==> src/rtl/alu_pkg.sv <==
// Shared definitions for the fetch sequencer and the downstream add/sub decoder.
package alu_pkg;

  localparam int unsigned DATA_W = 4;

  localparam logic [DATA_W-1:0] OP_ADD = 4'b1111;
  localparam logic [DATA_W-1:0] OP_SUB = 4'b0000;

  typedef enum logic [2:0] {
    StIdle,
    StRdOp,
    StRdA,
    StRdB,
    StCap,
    StPres,
    StFin
  } fetch_state_t;

  function automatic logic is_legal_op(input logic [DATA_W-1:0] op);
    return (op == OP_ADD) || (op == OP_SUB);
  endfunction

endpackage

==> src/rtl/instr_fetch_if.sv <==
// ROM read port plus the instruction valid/ready channel towards the decoder.
interface instr_fetch_if #(
  parameter int unsigned AddrW = 6
);
  import alu_pkg::*;

  logic              mem_en;
  logic [AddrW-1:0]  mem_addr;
  logic [DATA_W-1:0] mem_rdata;

  logic              instr_valid;
  logic              instr_ready;
  logic [DATA_W-1:0] instr_op;
  logic [DATA_W-1:0] instr_a;
  logic [DATA_W-1:0] instr_b;
  logic [3:0]        instr_idx;

  // Fetch sequencer side.
  modport master (
    output mem_en,
    output mem_addr,
    input  mem_rdata,
    output instr_valid,
    input  instr_ready,
    output instr_op,
    output instr_a,
    output instr_b,
    output instr_idx
  );

  // ROM / decoder side.
  modport slave (
    input  mem_en,
    input  mem_addr,
    output mem_rdata,
    input  instr_valid,
    output instr_ready,
    input  instr_op,
    input  instr_a,
    input  instr_b,
    input  instr_idx
  );

endinterface

==> src/rtl/instr_fetch.sv <==
// Walks a 1-cycle-latency program ROM, assembles (op, num_1, num_2) triples and
// hands legal ones to the decoder; illegal opcodes are skipped and flagged.
module instr_fetch
  import alu_pkg::*;
#(
  parameter int unsigned ProgDepth = 48
) (
  input  logic          clk,
  input  logic          rst_n,
  input  logic          i_start,
  input  logic [4:0]    i_prog_len,
  output logic          o_busy,
  output logic          o_done,
  output logic          o_err,
  instr_fetch_if.master bus
);

  localparam int unsigned AddrW    = $clog2(ProgDepth);
  localparam int unsigned MaxInstr = ProgDepth / 3;
  localparam logic [4:0]  MaxLen   = 5'(MaxInstr);

  fetch_state_t      r_state;
  logic [AddrW-1:0]  r_pc;
  logic [4:0]        r_cnt;
  logic [4:0]        r_len;
  logic              r_mem_en;
  logic [AddrW-1:0]  r_mem_addr;
  logic [DATA_W-1:0] r_op;
  logic [DATA_W-1:0] r_a;
  logic [DATA_W-1:0] r_b;
  logic [3:0]        r_idx;
  logic              r_valid;
  logic              r_done;
  logic              r_err;

  logic [4:0]        w_len_clamped;
  logic [AddrW-1:0]  w_pc_next;
  logic [4:0]        w_cnt_next;
  logic              w_last;
  logic              w_op_legal;
  logic              w_advance;

  assign w_len_clamped = (i_prog_len > MaxLen) ? MaxLen : i_prog_len;
  assign w_pc_next     = r_pc + AddrW'(3);
  assign w_cnt_next    = r_cnt + 5'd1;
  assign w_last        = (w_cnt_next == r_len);
  assign w_op_legal    = is_legal_op(r_op);
  // An instruction retires either by handshake or by being skipped as illegal.
  assign w_advance     = ((r_state == StCap) && !w_op_legal) ||
                         ((r_state == StPres) && bus.instr_ready);

  // Sequencer FSM; every output is a register updated on state entry.
  always_ff @(posedge clk or negedge rst_n) begin
    if (!rst_n) begin
      r_state    <= StIdle;
      r_pc       <= '0;
      r_cnt      <= '0;
      r_len      <= '0;
      r_mem_en   <= 1'b0;
      r_mem_addr <= '0;
      r_op       <= '0;
      r_a        <= '0;
      r_b        <= '0;
      r_idx      <= '0;
      r_valid    <= 1'b0;
      r_done     <= 1'b0;
      r_err      <= 1'b0;
    end else begin
      r_done <= 1'b0;
      unique case (r_state)
        StIdle: begin
          if (i_start) begin
            r_pc  <= '0;
            r_cnt <= '0;
            r_err <= 1'b0;
            r_len <= w_len_clamped;
            if (w_len_clamped == 5'd0) begin
              r_state <= StFin;
              r_done  <= 1'b1;
            end else begin
              r_state    <= StRdOp;
              r_mem_en   <= 1'b1;
              r_mem_addr <= '0;
            end
          end
        end
        StRdOp: begin
          r_state    <= StRdA;
          r_mem_addr <= r_pc + AddrW'(1);
        end
        StRdA: begin
          r_op       <= bus.mem_rdata;
          r_state    <= StRdB;
          r_mem_addr <= r_pc + AddrW'(2);
        end
        StRdB: begin
          r_a        <= bus.mem_rdata;
          r_state    <= StCap;
          r_mem_en   <= 1'b0;
          r_mem_addr <= '0;
        end
        StCap: begin
          r_b <= bus.mem_rdata;
          if (w_op_legal) begin
            r_idx   <= r_cnt[3:0];
            r_valid <= 1'b1;
            r_state <= StPres;
          end else begin
            r_err <= 1'b1;
          end
        end
        StPres: begin
          // Fields hold until the handshake; retirement handled below.
        end
        StFin: begin
          r_state <= StIdle;
        end
        default: begin
          r_state <= StIdle;
        end
      endcase

      if (w_advance) begin
        r_valid <= 1'b0;
        r_cnt   <= w_cnt_next;
        r_pc    <= w_pc_next;
        if (w_last) begin
          r_state <= StFin;
          r_done  <= 1'b1;
        end else begin
          r_state    <= StRdOp;
          r_mem_en   <= 1'b1;
          r_mem_addr <= w_pc_next;
        end
      end
    end
  end

  assign bus.mem_en      = r_mem_en;
  assign bus.mem_addr    = r_mem_addr;
  assign bus.instr_valid = r_valid;
  assign bus.instr_op    = r_op;
  assign bus.instr_a     = r_a;
  assign bus.instr_b     = r_b;
  assign bus.instr_idx   = r_idx;
  assign o_busy          = (r_state != StIdle);
  assign o_done          = r_done;
  assign o_err           = r_err;

endmodule

==> src/flat_wrapper.sv <==
// flat-port wrapper written by rule: the top's interface ports become plain ports
module instr_fetch_flat import alu_pkg::*;
#(
  parameter int unsigned ProgDepth = 48
)
  (clk, rst_n, i_start, i_prog_len, o_busy, o_done, o_err, bus_mem_en, bus_mem_addr, bus_mem_rdata, bus_instr_valid, bus_instr_ready, bus_instr_op, bus_instr_a, bus_instr_b, bus_instr_idx);
  instr_fetch_if #(.AddrW((6))) bus_i ();
  input  logic clk;
  input  logic rst_n;
  input  logic i_start;
  input  logic [4:0] i_prog_len;
  output logic o_busy;
  output logic o_done;
  output logic o_err;
  output wire logic [$bits(bus_i.mem_en)-1:0] bus_mem_en;
  output wire logic [$bits(bus_i.mem_addr)-1:0] bus_mem_addr;
  input wire logic [$bits(bus_i.mem_rdata)-1:0] bus_mem_rdata;
  output wire logic [$bits(bus_i.instr_valid)-1:0] bus_instr_valid;
  input wire logic [$bits(bus_i.instr_ready)-1:0] bus_instr_ready;
  output wire logic [$bits(bus_i.instr_op)-1:0] bus_instr_op;
  output wire logic [$bits(bus_i.instr_a)-1:0] bus_instr_a;
  output wire logic [$bits(bus_i.instr_b)-1:0] bus_instr_b;
  output wire logic [$bits(bus_i.instr_idx)-1:0] bus_instr_idx;
  assign bus_mem_en = bus_i.mem_en;
  assign bus_mem_addr = bus_i.mem_addr;
  assign bus_i.mem_rdata = bus_mem_rdata;
  assign bus_instr_valid = bus_i.instr_valid;
  assign bus_i.instr_ready = bus_instr_ready;
  assign bus_instr_op = bus_i.instr_op;
  assign bus_instr_a = bus_i.instr_a;
  assign bus_instr_b = bus_i.instr_b;
  assign bus_instr_idx = bus_i.instr_idx;
  instr_fetch #(.ProgDepth(ProgDepth)) u_core (.clk(clk), .rst_n(rst_n), .i_start(i_start), .i_prog_len(i_prog_len), .o_busy(o_busy), .o_done(o_done), .o_err(o_err), .bus(bus_i));
endmodule
==> config.mk <==
export PLATFORM = sky130hd
export DESIGN_NAME = instr_fetch_flat
export DESIGN_NICKNAME = d
export VERILOG_FILES = /design/src/rtl/alu_pkg.sv /design/src/rtl/instr_fetch_if.sv /design/src/rtl/instr_fetch.sv /design/src/flat_wrapper.sv
export SDC_FILE = /design/constraint.sdc
export NUM_CORES = 1
export LEC_CHECK = 0
export CAP_MARGIN = 15
export CORE_AREA = 10 10 80 82
export CTS_CLUSTER_DIAMETER = 120
export DETAILED_ROUTE_END_ITERATION = 16
export DIE_AREA = 0 0 90 92
export PLACE_DENSITY = 0.77
export SLEW_MARGIN = 10
export SYNTH_ARGS = -nofsm -noshare
export SYNTH_HDL_FRONTEND = slang
export SYNTH_SLANG_ARGS = --single-unit
export TNS_END_PERCENT = 50
==> constraint.sdc <==
create_clock -name clk -period 2.52 [get_ports clk]
set_input_delay 0.504 -clock clk [delete_from_list [all_inputs] [get_ports clk]]
set_output_delay 0.504 -clock clk [all_outputs]
set_load 0.005 [all_outputs]
==> results.md, run 1 <==
* Critical path required time at 2740 ps
* Post-synth EDFFs at 0
* IO buf count at 39
* # hold bufs at CTS at 0
* Fill cells at ~400
* Final setup viols at 0
* Die height at 92 um
* Root Driver: clkbuf_8
* Die Wd at around 90 um
* Fin crit share at 0.917
* Clk sink count at between 40 and 50
* Worst Setup EP: u_core.bus.mem_addr[1]$_DFF_PN0_
* Vias per Instance at 5.38
* Setup repair bufs after CTS at 0
* Worst Setup SP: u_core.r_cnt[0]$_DFFE_PN0P_
* Vias in the first global route at 1,880
* DRT iter0 DRCs at approximately 100
* Total power at between 3 and 4 mW
* Netlist cell types at between 50 and 60
* Clk_skew at roughly 7 ps
* Post-synthesis cell count at ~230
* Ys Warns at 0
* HPWL Detailed at 4020 um
* Worst hold slack at roughly 170 ps
* Antenna diodes at 0
* Area growth syn-to-layout at 23.2%
* Pwr dens at roughly 1100 nW/um^2
* Worst-Skew Late Latency at around 300 ps
* Crit path launch type: flip-flop
* Commonest non-fill, non-tap cell in the layout: dfrtp_1
* First-pass GRT wire length at approximately 9200 um
* CP max stage delay at 460 ps
* Min Tclk post-route at approximately 2300 ps
* Clock buffer depth at 2
* Unrepaired setup endpoints after global routing: no
* Commonest cells after routing, fill and taps aside: dfrtp_1, clkdlybuf4s50_1, nand2_1, o21ai_0, mux2_2
* Inst Count DP at approximately 340
* Grt ovf at 0
* Fin util at 0.621
* Standard-cell row count at 26
* NumNets Final at 291
* # IOs at 40
* Post-synth top flop: dfrtp_1
* Lkg Pwr at about 1.4 nW
* Fraction of layout cells with a size suffix above 1 at 0.168
* CP Max Fanout at 6
* Syn avg cell area at 10.6 um^2
* Die ar. at 8280 um^2
* Max_slew headroom at 0.685
* Largest net degree at the start of global routing at between 40 and 50
* Syn_nets at between 200 and 300
* Flop2flop setup slack at 210 ps
* Critical R2R Launch: u_core.r_cnt[0]$_DFFE_PN0P_
* Post-route ant nets at 0
* Max Slew Vio Count at 0
* Max-cap viol count at 0
* TritonRoute pass-1 iters at 4
* Final hold vios at 0
* CP Class: reg -> reg
* Worst Tran Pin Value at ~470 ps
* Synthesized flop and latch total at between 40 and 50
* TNS Setup at 0 ps
* CTS resizes at 0
* Peak supply drop at just over 0.7 mV
* Routed len/inst at 15.8 um
* Tot GR Track Use at 0.133
* Gpl congestion at roughly 0.79
* HP Class: in -> async
* Async set-reset flop share out of synthesis at 1.00
* CP max-delay cell: dfrtp_1
* Htree depth at 2
* Routed wire length at between 5000 and 6000 um
* DRC at 0
* Crit end category: flip-flop
* Reg2reg path depth at 7
* Reg-to-reg endpoint: u_core.bus.mem_addr[1]$_DFF_PN0_
* Placeable Area at slightly below 5000 um^2
* CTS Buf Count at 5
* CP cell instances: ha_1, xor3_1, a2111oi_2, o211a_1, or2_1, buf_4, mux2i_1
* CTS clock-pin slew for the worst setup and hold paths at about 80 ps
* Status: complete, no violations
* Sequential share of the synthesized area at 0.455
* Fmax at between 0.4 and 0.5 GHz
* Synth Cell Area at 2470 um^2
* Initial antenna violation count at 0
* Initial Util at 0.504
* CTS tree: built
* Vias at between 1,500 and 2,000
* Final Non-Filler Cells at between 300 and 400
* Worst EP arrival at between 2000 and 3000 ps
critical path, delay by kind of cell, from the launching register on:
family	cells	cell delay, ps
mux	1	180
xor+xnor	1	430
flops	1	460
simple gates	1	210
fa+ha+maj	1	250
buf+inv	1	180
compound gates	2	510
flip-flops by register name (all words and copies together) (netlist names):
name,count
u_core.bus.mem_addr,6
u_core.r_pc,6
u_core.r_cnt,5
u_core.r_len,5
u_core.bus.instr_a,4
u_core.bus.instr_b,4
u_core.bus.instr_idx,4
u_core.bus.instr_op,4
u_core.r_state,3
u_core.bus.instr_valid,1
u_core.bus.mem_en,1
u_core.o_done,1
u_core.o_err,1
cell usage after synthesis (2+ instances only):
master     count  area [um^2]
xnor2_1        9         78.8
xor2_1         5         43.8
or2_1          2         12.5
inv_1          7         26.3
ha_1           5         62.6
o21ai_0       18         90.1
nand3_1       11         55.1
a21o_1         4         30.0
a22oi_1        5         37.5
a21oi_1        8         40.0
mux2i_1        6         60.1
nand2_1       19         71.3
buf_6          3         33.8
clkbuf_1      12         45.0
dfrtp_1       45         1130
mux2_2        18          203
nor2_1         9         33.8
a2bb2oi_1      3         26.3
nor2b_1        3         18.8
nor4_1         2         12.5
nor3_1         6         30.0
nand2b_1       5         31.3
where the power goes:
group,internal [mW],switching (mW)
logic,0.846,0.677
registers,0.975,0.232
clock network,0.288,0.240
total,2.11,1.15
how the worst min path moves through the flow:
stage | endpoint | slack [ps] | depth (start not counted)
floorplan | u_core.bus.instr_a[0]$_DFFE_PN0P_ | 210 | 0
global placement | u_core.o_err$_DFFE_PN0P_ | 480 | 2
detailed placement | u_core.o_err$_DFFE_PN0P_ | 490 | 2
CTS | u_core.r_state[2]$_DFFE_PN0P_ | 180 | 2
global route | u_core.r_state[1]$_DFFE_PN0P_ | 180 | 2
finish | u_core.r_state[1]$_DFFE_PN0P_ | 170 | 2
metal layers:
metal,vias to the layer above,GRT usage,wire (um),share of wire
li1,905,-,-,-
met1,891,0.156,2350,0.43
met2,43,0.230,2670,0.49
met3,7,0.0367,295,0.055
met4,0,0.0451,90,0.017
met5,-,0,0,0
metrics by stage:
stage               area [um^2]  worst slack [ps]
finish                     3050               209
floorplan                  2470               436
CTS                        3050               230
global placement           2950               201
global route               3050              56.2
detailed placement         2950               183
cell type report:
| cell class | instances | area [um^2] | area share |
|---|---|---|---|
| multi-input cells | 166 | 1240 | 0.407 |
| flip-flops and latches | 45 | 1130 | 0.369 |
| repair buffers | 48 | 465 | 0.153 |
| well taps | 70 | 87.6 | 0.0287 |
| clock buffers | 5 | 68.8 | 0.0226 |
| clock inverters | 2 | 35.0 | 0.0115 |
| inverters | 7 | 26.3 | 0.00862 |
kinds of logic after synthesis:
family	share of synthesized area
buffers and inverters	0.0440
AOI/OAI and AO/OA	0.143
DFF	0.455
and+or+nand+nor	0.153
muxes	0.112
adders and majority gates	0.0253
xor gates and xnor gates	0.0682
Note: power is estimated with default switching activity, not from simulation.
==> run 2, diff against run 1 <==
--- a/config.mk
+++ b/config.mk
@@ -10,7 +10,7 @@
 export CTS_CLUSTER_DIAMETER = 120
 export DETAILED_ROUTE_END_ITERATION = 16
 export DIE_AREA = 0 0 90 92
-export PLACE_DENSITY = 0.77
+export PLACE_DENSITY_LB_ADDON = 0.05
 export SLEW_MARGIN = 10
 export SYNTH_ARGS = -nofsm -noshare
 export SYNTH_HDL_FRONTEND = slang
==> results.md, run 2 (synthesis results as in run 1) <==
* Max Slew Vio Count at 0
* Lkg Pwr at 1.39 nW
* Die Wd at around 90 um
* Routed len/inst at between 15 and 20 um
* Placeable Area at 4910 um^2
* First-pass GRT wire length at around 9400 um
* Final setup viols at 0
* Critical path required time at 2020 ps
* Gpl congestion at approximately 0.9
* Fin crit share at 0.907
* Setup repair bufs after CTS at 0
* Final Non-Filler Cells at between 300 and 400
* # hold bufs at CTS at 0
* Worst-Skew Late Latency at 290 ps
* NumNets Final at 292
* Root Driver: clkbuf_8
* Htree depth at 2
* Fraction of layout cells with a size suffix above 1 at 0.171
* IO buf count at 39
* Worst Tran Pin Value at just under 600 ps
* CP max stage delay at 570 ps
* Unrepaired setup endpoints after global routing: no
* CP cell instances: or3_4, clkdlybuf4s50_1
* TNS Setup at 0 ps
* Reg-to-reg endpoint: u_core.bus.mem_addr[0]$_DFF_PN0_
* Max-cap viol count at 0
* Largest net degree at the start of global routing at 46
* Status: complete, no violations
* Flop2flop setup slack at between 300 and 400 ps
* # IOs at 40
* HPWL Detailed at around 4000 um
* Initial Util at 0.504
* TritonRoute pass-1 iters at 4
* Die ar. at roughly 8300 um^2
* Clk_skew at slightly below 6 ps
* Tot GR Track Use at 0.138
* DRT iter0 DRCs at 64
* Fill cells at roughly 420
* Min Tclk post-route at about 2300 ps
* CTS resizes at 0
* Final hold vios at 0
* Worst EP arrival at 1780 ps
* Initial antenna violation count at 0
* Grt ovf at 0
* Commonest non-fill, non-tap cell in the layout: dfrtp_1
* CTS tree: built
* Routed wire length at 5380 um
* Post-route ant nets at 0
* Die height at slightly above 90 um
* Crit end category: primary output
* Crit path launch type: flip-flop
* Commonest cells after routing, fill and taps aside: dfrtp_1, clkdlybuf4s50_1, nand2_1, o21ai_0, mux2_2
* Clk sink count at between 40 and 50
* Area growth syn-to-layout at 23.5%
* Fmax at around 0.44 GHz
* Total power at 3.29 mW
* Vias at between 1,500 and 2,000
* CTS clock-pin slew for the worst setup and hold paths at roughly 80 ps
* CP max-delay cell: dfrtp_1
* Antenna diodes at 0
* Critical R2R Launch: u_core.r_cnt[0]$_DFFE_PN0P_
* HP Class: in -> async
* Inst Count DP at 337
* CP Class: reg -> out
* Reg area at between 1000 and 1500 um^2
* Vias in the first global route at between 1,500 and 2,000
* Standard-cell row count at 26
* DRC at 0
* Peak supply drop at 0.707 mV
* Vias per Instance at roughly 5.3
* Max_slew headroom at 0.611
* Area of the multi-input gates at about 1200 um^2
* CP Max Fanout at 16
* Reg2reg path depth at 6
* Pwr dens at between 1000 and 1500 nW/um^2
* CTS Buf Count at 5
* Clock buffer depth at 2
run 2: cell types whose count changed in the layout (fill, tap and decap cells not counted), sizes merged:
cell / before / now
clkbuf: 5 / 7
buf: 10 / 11
clkinv: 1 / 0
run 2: how the worst max path moves through the flow:
| stage | start | endpoint | slack [ps] |
|---|---|---|---|
| 3_3_place_gp | i_prog_len[0] | u_core.r_state[2]$_DFFE_PN0P_ | 210 |
| 5_1_grt | u_core.r_state[0]$_DFFE_PN0P_ | o_busy | 140 |
| 2_1_floorplan | u_core.r_cnt[0]$_DFFE_PN0P_ | u_core.bus.mem_addr[0]$_DFF_PN0_ | 440 |
| 4_1_cts | u_core.r_state[0]$_DFFE_PN0P_ | o_busy | 210 |
| 3_5_place_dp | i_prog_len[0] | u_core.r_state[2]$_DFFE_PN0P_ | 170 |
| 6_report | u_core.r_state[0]$_DFFE_PN0P_ | o_busy | 240 |
run 2: power breakdown:
part / internal [mW] / switching (mW)
clock: 0.323 / 0.242
sequential: 0.974 / 0.267
combinational: 0.847 / 0.637
run 2: final cells by class:
| cell class | count | share of cell area |
|---|---|---|
| clock inverter | 1 | 0.00982 |
| sequential | 45 | 0.368 |
| inverter | 7 | 0.00860 |
| timing repair buffer | 49 | 0.151 |
| clock buffer | 7 | 0.0282 |
| tap | 70 | 0.0287 |
| multi-input combinational | 166 | 0.406 |
run 2: worst max-delay path: cells and delay by family (launching register included):
kind / cells / cell delay, ps
buffers and inverters: 1 / 460
flip-flops: 1 / 570
AND/OR/NAND/NOR: 1 / 460
run 2: per-stage QoR:
stage | hold slack [ps] | setup WS (ps) | util | instance area, um^2
detailed placement | 483 | 168 | 0.599 | 2940
global route | 335 | 139 | 0.622 | 3060
floorplan | 208 | 436 | - | 2470
CTS | 299 | 212 | 0.622 | 3060
finish | 283 | 235 | 0.622 | 3060
global placement | 470 | 214 | 0.599 | 2940
run 2: per-layer routing:
layer	routed length [um]	part of all wire	track usage
met5	0	0	0
met4	110	0.020	0.0597
met3	295	0.055	0.0407
met2	2560	0.48	0.232
met1	2410	0.45	0.159
